===== config.mk =====
export PLATFORM = sky130hd
export DESIGN_NAME = stack_op_sequencer
export DESIGN_NICKNAME = d
export VERILOG_FILES = /design/src/rtl/stack_pkg.sv /design/src/rtl/stack_op_alu.sv /design/src/rtl/stack_op_sequencer.sv
export SDC_FILE = /design/constraint.sdc
export NUM_CORES = 1
export LEC_CHECK = 0
export CAP_MARGIN = 20
export CORE_MARGIN = 3
export CORE_UTILIZATION = 30
export CTS_BUF_LIST = sky130_fd_sc_hd__clkbuf_4 sky130_fd_sc_hd__clkbuf_8 sky130_fd_sc_hd__clkbuf_16
export CTS_CLUSTER_DIAMETER = 200
export CTS_CLUSTER_SIZE = 25
export DETAILED_ROUTE_END_ITERATION = 12
export GPL_TIMING_DRIVEN = 0
export RECOVER_POWER = 50
export REMOVE_ABC_BUFFERS = 1
export SKIP_LAST_GASP = 1
export SYNTH_ARGS = -nofsm -noshare
export SYNTH_HDL_FRONTEND = slang
export SYNTH_SLANG_ARGS = --single-unit

===== constraint.sdc =====
create_clock -name clk_i -period 2.9 [get_ports clk_i]
set_clock_uncertainty 0.1 [all_clocks]
set_input_delay 0.435 -clock clk_i [delete_from_list [all_inputs] [get_ports clk_i]]
set_output_delay 0.435 -clock clk_i [all_outputs]
set_load 0.01 [all_outputs]

===== src/rtl/stack_pkg.sv =====
// Shared definitions for the stack command sequencer: default sizes, opcode
// encodings, FSM state encoding and the operand-count helper.
package stack_pkg;

  localparam int unsigned STK_DATA_W  = 8;
  localparam int unsigned STK_DEPTH   = 16;
  localparam int unsigned STK_TIMEOUT = 15;

  localparam logic [2:0] OP_NOP  = 3'd0;
  localparam logic [2:0] OP_PUSH = 3'd1;
  localparam logic [2:0] OP_POP  = 3'd2;
  localparam logic [2:0] OP_ADD  = 3'd3;
  localparam logic [2:0] OP_SUB  = 3'd4;
  localparam logic [2:0] OP_AND  = 3'd5;
  localparam logic [2:0] OP_XOR  = 3'd6;
  localparam logic [2:0] OP_DUP  = 3'd7;

  typedef enum logic [3:0] {
    S_IDLE   = 4'd0,
    S_CHECK  = 4'd1,
    S_POP_B  = 4'd2,
    S_WAIT_B = 4'd3,
    S_POP_A  = 4'd4,
    S_WAIT_A = 4'd5,
    S_EXEC   = 4'd6,
    S_PUSH_R = 4'd7,
    S_WAIT_R = 4'd8,
    S_DONE   = 4'd9
  } state_e;

  // Number of stack words an opcode consumes before it can run.
  function automatic logic [1:0] pops_needed(input logic [2:0] op);
    case (op)
      OP_POP, OP_DUP:                 return 2'd1;
      OP_ADD, OP_SUB, OP_AND, OP_XOR: return 2'd2;
      default:                        return 2'd0;
    endcase
  endfunction

endpackage


===== src/rtl/stack_op_alu.sv =====
// Combinational result generator: binary ops on the two popped operands
// (A = older word, B = former top); DUP and everything else pass B through.
module stack_op_alu
  import stack_pkg::*;
#(
  parameter int unsigned DATA_W = STK_DATA_W
) (
  input  logic [2:0]        op_i,
  input  logic [DATA_W-1:0] a_i,
  input  logic [DATA_W-1:0] b_i,
  output logic [DATA_W-1:0] y_o
);

  // Wrap-around arithmetic, no carry out
  always_comb begin
    y_o = b_i;
    case (op_i)
      OP_ADD:  y_o = a_i + b_i;
      OP_SUB:  y_o = a_i - b_i;
      OP_AND:  y_o = a_i & b_i;
      OP_XOR:  y_o = a_i ^ b_i;
      default: y_o = b_i;
    endcase
  end

endmodule


===== src/rtl/stack_op_sequencer.sv =====
// Expands one opcode at a time into push/pop pulses to the on-chip stack,
// tracking occupancy locally so overflow/underflow never reach the stack.
module stack_op_sequencer
  import stack_pkg::*;
#(
  parameter int unsigned DATA_W  = STK_DATA_W,
  parameter int unsigned DEPTH   = STK_DEPTH,
  parameter int unsigned TIMEOUT = STK_TIMEOUT
) (
  input  logic                         clk_i,
  input  logic                         rst_i,
  input  logic                         op_valid_i,
  output logic                         op_ready_o,
  input  logic [2:0]                   op_code_i,
  input  logic [DATA_W-1:0]            op_imm_i,
  output logic                         stk_push_o,
  output logic                         stk_pop_o,
  output logic [DATA_W-1:0]            stk_wdata_o,
  input  logic [DATA_W-1:0]            stk_rdata_i,
  input  logic                         stk_done_i,
  output logic                         res_valid_o,
  output logic [DATA_W-1:0]            res_data_o,
  output logic                         res_err_o,
  output logic [$clog2(DEPTH+1)-1:0]   depth_o
);

  localparam int unsigned DEPTH_W = $clog2(DEPTH + 1);
  localparam int unsigned CNT_W   = $clog2(TIMEOUT + 1);

  state_e              state_q, state_d;
  logic [2:0]          op_q, op_d;
  logic [DATA_W-1:0]   a_q, a_d, b_q, b_d, r_q, r_d;
  logic                dup2_q, dup2_d;
  logic [CNT_W-1:0]    cnt_q, cnt_d;
  logic [DEPTH_W-1:0]  depth_q, depth_d;
  logic [DATA_W-1:0]   res_data_q, res_data_d;
  logic                res_err_q, res_err_d;
  logic                op_ready_q, stk_push_q, stk_pop_q, res_valid_q;
  logic [DATA_W-1:0]   stk_wdata_q;
  logic [DATA_W-1:0]   alu_y_s;
  logic                underflow_s, overflow_s, timed_out_s;

  stack_op_alu #(.DATA_W(DATA_W)) u_alu (
    .op_i (op_q),
    .a_i  (a_q),
    .b_i  (b_q),
    .y_o  (alu_y_s)
  );

  assign underflow_s = depth_q < DEPTH_W'(pops_needed(op_q));
  assign overflow_s  = ((op_q == OP_PUSH) || (op_q == OP_DUP)) && (depth_q == DEPTH_W'(DEPTH));
  assign timed_out_s = cnt_q == CNT_W'(TIMEOUT - 1);

  // Next-state, operand capture, depth tracking and result selection
  always_comb begin
    state_d    = state_q;
    op_d       = op_q;
    a_d        = a_q;
    b_d        = b_q;
    r_d        = r_q;
    dup2_d     = dup2_q;
    cnt_d      = cnt_q;
    depth_d    = depth_q;
    res_data_d = res_data_q;
    res_err_d  = res_err_q;
    case (state_q)
      S_IDLE: begin
        if (op_valid_i && op_ready_q) begin
          state_d = S_CHECK;
          op_d    = op_code_i;
          r_d     = op_imm_i;
          dup2_d  = 1'b0;
        end else begin
          state_d = S_IDLE;
        end
      end
      S_CHECK: begin
        if (underflow_s || overflow_s) begin
          state_d    = S_DONE;
          res_data_d = {DATA_W{1'b0}};
          res_err_d  = 1'b1;
        end else if (op_q == OP_NOP) begin
          state_d    = S_DONE;
          res_data_d = {DATA_W{1'b0}};
          res_err_d  = 1'b0;
        end else if (op_q == OP_PUSH) begin
          state_d = S_PUSH_R;
        end else begin
          state_d = S_POP_B;
        end
      end
      S_POP_B: begin
        state_d = S_WAIT_B;
        cnt_d   = {CNT_W{1'b0}};
      end
      S_WAIT_B: begin
        if (stk_done_i) begin
          depth_d = depth_q - DEPTH_W'(1);
          b_d     = stk_rdata_i;
          if (op_q == OP_POP) begin
            state_d    = S_DONE;
            res_data_d = stk_rdata_i;
            res_err_d  = 1'b0;
          end else if (op_q == OP_DUP) begin
            state_d = S_EXEC;
          end else begin
            state_d = S_POP_A;
          end
        end else if (timed_out_s) begin
          state_d    = S_DONE;
          res_data_d = {DATA_W{1'b0}};
          res_err_d  = 1'b1;
        end else begin
          cnt_d = cnt_q + CNT_W'(1);
        end
      end
      S_POP_A: begin
        state_d = S_WAIT_A;
        cnt_d   = {CNT_W{1'b0}};
      end
      S_WAIT_A: begin
        if (stk_done_i) begin
          depth_d = depth_q - DEPTH_W'(1);
          a_d     = stk_rdata_i;
          state_d = S_EXEC;
        end else if (timed_out_s) begin
          state_d    = S_DONE;
          res_data_d = {DATA_W{1'b0}};
          res_err_d  = 1'b1;
        end else begin
          cnt_d = cnt_q + CNT_W'(1);
        end
      end
      S_EXEC: begin
        r_d     = alu_y_s;
        state_d = S_PUSH_R;
      end
      S_PUSH_R: begin
        state_d = S_WAIT_R;
        cnt_d   = {CNT_W{1'b0}};
      end
      S_WAIT_R: begin
        if (stk_done_i) begin
          if (depth_q != DEPTH_W'(DEPTH)) begin
            depth_d = depth_q + DEPTH_W'(1);
          end else begin
            depth_d = depth_q;
          end
          if ((op_q == OP_DUP) && !dup2_q) begin
            state_d = S_PUSH_R;
            dup2_d  = 1'b1;
          end else begin
            state_d    = S_DONE;
            res_data_d = r_q;
            res_err_d  = 1'b0;
          end
        end else if (timed_out_s) begin
          state_d    = S_DONE;
          res_data_d = {DATA_W{1'b0}};
          res_err_d  = 1'b1;
        end else begin
          cnt_d = cnt_q + CNT_W'(1);
        end
      end
      S_DONE: begin
        state_d = S_IDLE;
      end
      default: begin
        state_d = S_IDLE;
      end
    endcase
  end

  // State, datapath and registered handshake/stack outputs
  always_ff @(posedge clk_i) begin
    if (rst_i) begin
      state_q     <= S_IDLE;
      op_q        <= OP_NOP;
      a_q         <= {DATA_W{1'b0}};
      b_q         <= {DATA_W{1'b0}};
      r_q         <= {DATA_W{1'b0}};
      dup2_q      <= 1'b0;
      cnt_q       <= {CNT_W{1'b0}};
      depth_q     <= {DEPTH_W{1'b0}};
      res_data_q  <= {DATA_W{1'b0}};
      res_err_q   <= 1'b0;
      op_ready_q  <= 1'b1;
      stk_push_q  <= 1'b0;
      stk_pop_q   <= 1'b0;
      stk_wdata_q <= {DATA_W{1'b0}};
      res_valid_q <= 1'b0;
    end else begin
      state_q     <= state_d;
      op_q        <= op_d;
      a_q         <= a_d;
      b_q         <= b_d;
      r_q         <= r_d;
      dup2_q      <= dup2_d;
      cnt_q       <= cnt_d;
      depth_q     <= depth_d;
      res_data_q  <= res_data_d;
      res_err_q   <= res_err_d;
      op_ready_q  <= (state_d == S_IDLE);
      stk_push_q  <= (state_d == S_PUSH_R);
      stk_pop_q   <= (state_d == S_POP_B) || (state_d == S_POP_A);
      stk_wdata_q <= (state_d == S_PUSH_R) ? r_d : {DATA_W{1'b0}};
      res_valid_q <= (state_d == S_DONE);
    end
  end

  assign op_ready_o  = op_ready_q;
  assign stk_push_o  = stk_push_q;
  assign stk_pop_o   = stk_pop_q;
  assign stk_wdata_o = stk_wdata_q;
  assign res_valid_o = res_valid_q;
  assign res_data_o  = res_data_q;
  assign res_err_o   = res_err_q;
  assign depth_o     = depth_q;

endmodule


==> results of run 1 <==
## repair_timing
action / CTS / global route
buffers inserted: 6 / 7
pin swaps: 1 / 5
setup endpoints to repair: 46 / 33
cloned: 0 / 1
gates resized for setup: 17 / 10
## where the power goes
part | leakage, nW | internal, W | total (W) | switching (W)
logic | 1.32 | 0.000663 | 0.00162 | 0.000955
clock network | 0.163 | 0.000774 | 0.00118 | 0.000409
registers | 0.507 | 0.000957 | 0.00115 | 0.000197
total | 1.99 | 0.00239 | 0.00395 | 0.00156
## registers in the layout (all words and copies together) (netlist names)
name / flops
dup2_q: 1
res_valid_o: 1
cnt_q: 4
op_ready_o: 1
res_err_o: 1
b_q: 8
r_q: 8
a_q: 8
state_q: 4
stk_wdata_o: 8
depth_o: 5
stk_push_o: 1
stk_pop_o: 1
res_data_o: 8
op_q: 3
## layout make-up
class	count	share of cell area
inverters	16	0.0120
flip-flops and latches	62	0.247
clock buffers	10	0.0467
multi-input cells	391	0.524
repair buffers	61	0.112
well taps	172	0.0421
clock inverters	6	0.0164
## synthesized netlist by cell type (all sizes together) (3+ instances only)
master  count
dfxtp      62
xor2        7
a222oi      3
nand4       3
xnor2      15
a31oi       4
nor3       12
and2        4
ha         22
a221oi      5
a21o        4
o21ai      28
clkbuf     20
o31ai       5
nor2       66
nand4b      3
mux2i       5
nand3b      3
a32oi       7
and3        8
inv        14
nor2b       7
nand3      19
nor4        4
nand2b      8
a22o        3
nand2      45
a21oi      45
nor3b       4
a211oi      4
buf        10
o211ai      4
a32o        9
## worst max-delay path: cells and delay by family, from the launching register on
| kind | cells | cell delay (ns) |
|---|---|---|
| AO/OA/AOI/OAI | 4 | 0.78 |
| XOR/XNOR | 2 | 0.26 |
| adder cells (fa/ha/maj) | 1 | 0.32 |
| buffers and inverters | 2 | 0.29 |
| flip-flops | 1 | 0.37 |
| AND/OR/NAND/NOR | 3 | 0.47 |
## cell families after synthesis
logic type	after synthesis	synth area share
fa+ha+maj	25	0.0804
compound gates	139	0.246
buf+inv	46	0.0461
mux	7	0.0179
flops	62	0.307
simple gates	197	0.255
xor+xnor	22	0.0476
## through the flow
| step | instance area [um2] | std cells |
|---|---|---|
| after floorplan | 3920 | 468 |
| final | 5110 | 718 |
| after global routing | 5110 | 718 |
| after detailed placement | 4610 | 688 |
| after CTS | 5020 | 710 |
| after global placement | 4620 | 688 |
## routing by layer
| layer | wire length (um) | track usage | share of wire | vias to the layer above |
|---|---|---|---|---|
| li1 | - | - | - | 1915 |
| met1 | 5450 | 0.228 | 0.43 | 1911 |
| met2 | 5920 | 0.284 | 0.47 | 158 |
| met3 | 959 | 0.0348 | 0.076 | 22 |
| met4 | 277 | 0.0546 | 0.022 | 0 |
| met5 | 0 | 0 | 0 | - |
## final timing paths
kind | to | slack (ns) | cells past startpoint
worst min-delay path | a_q[0] | 0.38 | 2
worst max register to register | r_q[7] | 0.16 | 12
worst max-delay path | r_q[7] | 0.16 | 12
worst min register to register | a_q[0] | 0.38 | 2
==> results.py, run 1 <==
metrics = {
    "timing": {
        "finalSetupViolCount": 0,
        "finalHoldViolCount": 0,
        "rsz0062_at_grt": "yes",
        "slew_headroom": 0.274,
        "period_share": 0.945,
        "min_period_ns": 2.74,
        "layout_setup_ws_ns": 0.159,
        "slew_viol_final": 0,
        "fmax_mhz": 365,
        "tns_ns": 0,
        "worst_hold_slack_ns": 0.379,
        "worstMarginPinSlew_ns": 1.09,
    },
    "floorplanning": {
        "dieArea_um2": 14900,
        "ios": 49,
        "core-area_um2": 12900,
        "start_util": 0.314,
        "num_rows": 41,
        "die_w_um": 122,
        "fp.dieH_um": 122,
    },
    "finish": {
        "final_cell_mix": "nor2_1 (66), dfxtp_1 (54), nand2_1 (45)",
        "drive_gt1_frac": 0.125,
        "final_common_cell": "nor2_1",
        "multi_input_area_um2": 2680,
        "n_antenna_cell": 0,
        "area_growth_pct": 26.4,
        "nets": 588,
        "nFillCells": 1312,
        "utilization": 0.397,
        "seq_area_um2": 1260,
    },
    "worst_setup_path": {
        "start_kind": "flip-flop",
        "startpoint": "op_q[1]",
        "critPathArrivalTime_ns": 2.83,
        "worstPathRequired_ns": 2.99,
        "max_stage_delay_ns": 0.37,
        "path_class": "flip-flop to flip-flop",
        "timing.rr.start": "op_q[1]",
        "cp_max_fo": 7,
        "cp_cell_sequence": "nor3b_4, buf_4, buf_4, a21oi_1, xnor2_1, ha_1, a21oi_1, nand2_1, o21ai_0, xnor2_1, a221oi_2, nor3_1",
        "critPathSlowestCell": "dfxtp_4",
        "crit_path_end_kind": "flip-flop",
    },
    "drt": {
        "routed_wl_mm": 12.6,
        "antenna_left": 0,
        "drc_errors": 0,
        "drt_iter0_markers": 457,
        "num_vias": 4006,
        "wire_per_inst_um": 17.6,
        "dr.pass1.iters": 5,
        "vias_per_cell": 5.58,
    },
    "cts": {
        "clkLatencyLatePin_ns": 0.33,
        "h-tree-depth": 3,
        "cts_tree": "done",
        "cts.sinks": 62,
        "clockBufferDepth": 2,
        "root_buffer": "clkbuf_16",
        "clk_pin_slew_worst_paths_ns": 0.06,
        "numCtsBuffers": 9,
        "cts_hold_buf": 0,
    },
    "pwr": {
        "powerDensity_nw_per_um2": 773,
        "power_w": 0.00395,
        "irDropWorstVdd_mv": 0.482,
        "leakage_nw": 1.99,
    },
    "yosys": {
        "synth-seq-cells": 62,
        "synth_top_area_cell": "dfxtp_1",
        "synth.area.top_cells": "dfxtp_1 (31%), ha_1 (6.8%), nor2_1 (6.1%)",
        "seq_area_frac_synth": 0.307,
        "synthFlopType": "dfxtp_1",
        "synth-edff-count": 0,
        "netlist_area_um2": 4050,
        "synthCells": 498,
        "yosysUniqueCellTypes": 74,
        "synth_top_area_frac": 0.307,
        "syn_area_per_cell_um2": 8.13,
        "async_flop_share": 0,
        "yosys_warnings": 0,
    },
    "placed_design": {
        "io_buffer_count": 48,
        "dp_hpwl_mm": 8.42,
        "globalplace.congestion": 0.846,
        "place_ws_ns": -0.917,
    },
    "status": {
        "outcome": "finished clean",
    },
    "grt": {
        "gr-total-overflow": 0,
        "gr-usage-all-layers": 0.173,
        "grt_pass1_vias": 3862,
        "grt_antenna_before_repair": 0,
        "grt_pass1_wl_mm": 20.3,
        "grt_max_degree": 39,
    },
    "min_path": {
        "min_path_type": "flip-flop to flip-flop",
        "min-delay-start": "a_q[0]",
    },
    "job": {
        "cap_violations": 0,
    },
}
Power figures use the tool's default switching activity.
==> run 2: changes to the inputs <==
Settings changed: CORE_MARGIN 3 to 8, CORE_UTILIZATION 30 to 45, HOLD_SLACK_MARGIN from default to 0.08, PLACE_DENSITY from default to 0.69.
==> run 2 against run 1 <==
Critical path depth is 5 lower. Design area is 2.5% lower. Critical endpoint is now op_ready_o. Final cell count is 8.6% lower. Combinational power is 2% higher. Register-to-register slack hardly changed.
==> results.py, run 2 (synthesis results as in run 1) <==
metrics = {
    "drt": {
        "wire_per_inst_um": 19.8,
        "vias_per_cell": 6.23,
        "dr.pass1.iters": 5,
        "num_vias": 4084,
        "drt_iter0_markers": 400,
        "antenna_left": 0,
        "drc_errors": 0,
        "routed_wl_mm": 13.0,
    },
    "finish": {
        "nFillCells": 764,
        "n_antenna_cell": 0,
        "seq_area_um2": 1260,
        "nets": 590,
        "drive_gt1_frac": 0.131,
        "final_common_cell": "nor2_1",
        "multi_input_area_um2": 2700,
        "finalInstanceArea_um2": 4980,
        "final_cell_mix": "nor2_1 (66), dfxtp_1 (55), nand2_1 (45)",
        "area_growth_pct": 23.2,
    },
    "worst_setup_path": {
        "critPathArrivalTime_ns": 2.92,
        "cp_cell_sequence": "dlygate4sd2_1, a31oi_1, nor2_1, a2111oi_2, o211ai_4, buf_4, o41ai_2",
        "max_stage_delay_ns": 0.61,
        "crit_path_end_kind": "flip-flop",
        "critPathSlowestCell": "dlygate4sd2_1",
        "path_buf_inv": 2,
        "worstPathRequired_ns": 3.03,
        "start_kind": "input port",
        "critPathTopFamily": "compound AO/OA/AOI/OAI gates",
        "path_class": "input port to flip-flop",
        "cp_max_fo": 29,
    },
    "floorplanning": {
        "start_util": 0.464,
        "ios": 49,
        "dieArea_um2": 12300,
        "num_rows": 34,
        "core-area_um2": 8720,
        "fp.dieH_um": 111,
        "die_w_um": 111,
    },
    "pwr": {
        "comb_power_share": 0.448,
        "leakage_nw": 1.96,
        "powerDensity_nw_per_um2": 742,
        "p_sw_frac": 0.416,
        "p_int_w": 0.00216,
        "irDropWorstVdd_mv": 0.490,
        "pwr-share-seq": 0.313,
        "switchingPower_w": 0.00154,
        "p_clk_frac": 0.239,
    },
    "grt": {
        "grt_pass1_wl_mm": 20.0,
        "grt_pass1_vias": 3803,
        "gr-total-overflow": 0,
        "gr-usage-all-layers": 0.195,
        "grt_max_degree": 39,
        "grt_antenna_before_repair": 0,
    },
    "placed_design": {
        "io_buffer_count": 48,
        "globalplace.congestion": 0.950,
        "placedInstanceArea_um2": 4530,
        "place_ws_ns": -0.844,
        "dp_hpwl_mm": 8.47,
    },
    "min_path": {
        "min_path_type": "flip-flop to flip-flop",
    },
    "timing": {
        "finalSetupViolCount": 0,
        "finalHoldViolCount": 0,
        "rsz0062_at_grt": "yes",
        "slew_headroom": 0.249,
        "worstMarginPinSlew_ns": 1.13,
        "layout_setup_ws_ns": 0.114,
        "fmax_mhz": 359,
        "period_share": 0.961,
        "slew_viol_final": 0,
        "min_period_ns": 2.79,
    },
    "cts": {
        "cts_tree": "done",
        "h-tree-depth": 3,
        "root_buffer": "clkbuf_8",
        "clockBufferDepth": 2,
        "numCtsBuffers": 9,
        "clk_pin_slew_worst_paths_ns": 0.07,
        "clkLatencyLatePin_ns": 0.35,
        "cts.sinks": 62,
    },
    "status": {
        "outcome": "finished clean",
    },
    "job": {
        "cap_violations": 0,
    },
}
run 2: cell count changes in the layout (fill, tap and decap cells not counted), sizes merged:
cell and delta:
clkinvlp +1, buf +2, clkinv -1
run 2: metrics by stage:
step	setup TNS [ns]	std cells	hold slack [ns]	utilization	power (W)
floorplan	-0.190	468	0.348	-	0.00216
CTS	-0.0379	643	0.380	0.554	0.00353
global placement	-25.25	624	0.367	0.520	0.00257
global route	-0.203	656	0.420	0.572	0.00390
finish	0	656	0.380	0.572	0.00370
detailed placement	-21.60	624	0.370	0.520	0.00259
run 2: power by group through the flow:
stage	Clock (W)	Combinational, W	Sequential [W]
global placement	0	0.00138	0.00119
detailed placement	0	0.00140	0.00119
global route	0.000929	0.00180	0.00117
floorplan	0	0.00103	0.00113
finish	0.000882	0.00166	0.00116
CTS	0.000891	0.00146	0.00118
run 2: layout make-up:
type                            count  share of cell area
Sequential cell                    62               0.253
Clock inverter                      6              0.0188
Inverter                           16              0.0123
Timing Repair Buffer               63               0.119
Clock buffer                       10              0.0276
Tap cell                          108              0.0271
Multi-Input combinational cell    391               0.542
run 2: final timing paths:
kind	cells after the start	end	slack, ns	start
max	7	op_ready_o	0.11	stk_done_i
min	2	a_q[0]	0.38	a_q[0]
max reg2reg	10	stk_wdata_o[1]	0.15	b_q[0]
min reg2reg	2	a_q[0]	0.38	a_q[0]
run 2: timing repair:
action / CTS / global route
pin swaps: 0 / 3
gates resized for setup: 18 / 13
hold buffers: 0 / 0
setup buffers: 3 / 12
endpoints found under the setup margin: 54 / 44
cloned: 0 / 1
run 2: metal layers:
| metal | track usage | share of wire | vias to the layer above |
|---|---|---|---|
| met2 | 0.318 | 0.47 | 208 |
| li1 | - | - | 1919 |
| met4 | 0.0613 | 0.019 | 0 |
| met5 | 0 | 0 | - |
| met3 | 0.0444 | 0.088 | 26 |
| met1 | 0.248 | 0.42 | 1931 |
run 2: worst reg2reg max path, cell delays in order, from the launching register on:
cell,delay [ns]
dfxtp_1,0.41
inv_1,0.07
ha_1,0.28
mux2_2,0.29
fa_1,0.49
nand2_1,0.08
o22ai_1,0.07
a221oi_1,0.35
o21ai_1,0.23
and3_1,0.21
nor2_1,0.11
==> run 3: changes to the inputs <==
Settings changed: PLACE_DENSITY 0.69 to 0.73, REMOVE_ABC_BUFFERS 1 to default.
==> run 3 against run 2 <==
Wire length is 3.4% lower. Clock-buffer cell count is 1 higher. First-iteration DRC count is 19% lower. Fmax is 1.1% higher. Via count is 0.61% lower. Die area stayed put. Hold slack better by 0.014 ns. Critical endpoint is now stk_wdata_o[2]. Largest power group unchanged.
==> results.py, run 3 (synthesis results as in run 1) <==
metrics = {
    "drt": {
        "dr.pass1.iters": 5,
        "routed_wl_mm": 12.6,
        "wire_per_inst_um": 18.5,
        "drc_errors": 0,
        "num_vias": 4059,
        "antenna_left": 0,
        "drt_iter0_markers": 326,
        "vias_per_cell": 5.99,
    },
    "finish": {
        "final_common_cell": "nor2_1",
        "area_growth_pct": 24.5,
        "nets": 612,
        "n_antenna_cell": 0,
        "drive_gt1_frac": 0.114,
        "finalInstanceArea_um2": 5040,
        "final_cell_mix": "nor2_1 (66), dfxtp_1 (60), nand2_1 (44)",
    },
    "timing": {
        "slew_headroom": 0.432,
        "slew_viol_final": 0,
        "finalHoldViolCount": 0,
        "min_period_ns": 2.76,
        "rsz0062_at_grt": "no",
        "worstMarginPinSlew_ns": 0.845,
        "period_share": 0.950,
        "fmax_mhz": 363,
        "finalSetupViolCount": 0,
    },
    "grt": {
        "grt_pass1_wl_mm": 19.9,
        "gr-usage-all-layers": 0.195,
        "grt_pass1_vias": 3844,
        "grt_max_degree": 15,
        "grt_antenna_before_repair": 0,
        "gr-total-overflow": 0,
    },
    "pwr": {
        "power_w": 0.00363,
        "leakage_nw": 1.96,
        "irDropWorstVdd_mv": 0.560,
        "powerDensity_nw_per_um2": 722,
    },
    "floorplanning": {
        "dieArea_um2": 12300,
        "die_w_um": 111,
        "core-area_um2": 8720,
        "start_util": 0.464,
        "num_rows": 34,
        "ios": 49,
        "fp.dieH_um": 111,
    },
    "worst_setup_path": {
        "path_class": "flip-flop to flip-flop",
        "worstPathRequired_ns": 3.03,
        "critPathArrivalTime_ns": 2.88,
        "start_kind": "flip-flop",
        "cp_max_fo": 9,
        "crit_path_end_kind": "flip-flop",
        "r2r_cells": 9,
    },
    "placed_design": {
        "placedInstanceArea_um2": 4660,
        "dp_hpwl_mm": 9.37,
        "io_buffer_count": 48,
        "globalplace.congestion": 0.927,
    },
    "cts": {
        "clk_pin_slew_worst_paths_ns": 0.08,
        "cts_tree": "done",
        "h-tree-depth": 3,
        "clkLatencyLatePin_ns": 0.34,
        "cts.sinks": 62,
        "clockBufferDepth": 2,
        "numCtsBuffers": 9,
        "cts_hold_buf": 0,
        "root_buffer": "clkbuf_8",
    },
    "status": {
        "outcome": "finished clean",
    },
    "min_path": {
        "min_path_type": "flip-flop to flip-flop",
        "hold_depth": 2,
    },
    "yosys": {
        "syn-num-nets": 545,
    },
    "job": {
        "cap_violations": 0,
    },
}
run 3: cell count changes in the layout (fill, tap and decap cells not counted), moves of 2 or more:
cell | before | now
clkbuf_1 | 0 | 22
dfxtp_4 | 4 | 1
dfxtp_1 | 55 | 60
dfxtp_2 | 3 | 1
clkinvlp_4 | 1 | 3
run 3: area by class of cell:
class                           instances  area, um2
Fill cell                             740       3680
Timing Repair Buffer                   57        548
Tap cell                              108        135
Multi-Input combinational cell        391       2710
Clock buffer                           11        145
Inverter                               16       63.8
Buffer                                 28        125
Sequential cell                        62       1250
Clock inverter                          5       58.8
run 3: worst paths after layout:
check                           startpoint             end  slack [ns]
worst min-delay path                a_q[5]          a_q[5]        0.39
worst max register to register     op_q[1]  stk_wdata_o[2]        0.14
worst max-delay path               op_q[1]  stk_wdata_o[2]        0.14
worst min register to register      a_q[5]          a_q[5]        0.39
run 3: worst max-delay path, cell delays in order, from the launching register on:
cell,delay [ns]
dfxtp_1,0.31
buf_4,0.16
nor3b_4,0.30
mux2_4,0.35
fa_2,0.39
xnor2_1,0.15
a222oi_1,0.45
nor2_1,0.10
a221oi_2,0.24
nor2_1,0.09
run 3: metal layers:
layer,vias up,share of wire,global-route usage
met4,0,0.020,0.0631
met5,-,0,0
met2,163,0.46,0.311
li1,1958,-,-
met1,1912,0.43,0.245
met3,26,0.083,0.0552
run 3: metrics by stage:
| stage | setup WS (ns) | util | instances | hold WS [ns] | TNS [ns] |
|---|---|---|---|---|---|
| after floorplan | 0.0527 | - | 498 | 0.354 | 0 |
| after global placement | -0.448 | 0.535 | 654 | 0.378 | -7.81 |
| after detailed placement | -0.473 | 0.535 | 654 | 0.377 | -8.26 |
| after CTS | 0.000947 | 0.566 | 672 | 0.389 | 0 |
| after global routing | 0.0113 | 0.577 | 678 | 0.415 | 0 |
| final | 0.144 | 0.577 | 678 | 0.394 | 0 |
run 3: repair_timing:
action | 4_1_cts | 5_1_grt
cloned | 1 | 0
endpoints found under the setup margin | 32 | 27
gates resized for setup | 15 | 13
pin swaps | 6 | 8
setup buffers | 2 | 7
run 3: where the power goes:
group	total [W]	internal [W]	switching (W)	leakage [nW]
clock	0.000785	0.000430	0.000355	0.0990
sequential	0.00105	0.000947	0.000107	0.503
combinational	0.00180	0.000712	0.00108	1.36
total	0.00363	0.00209	0.00155	1.96
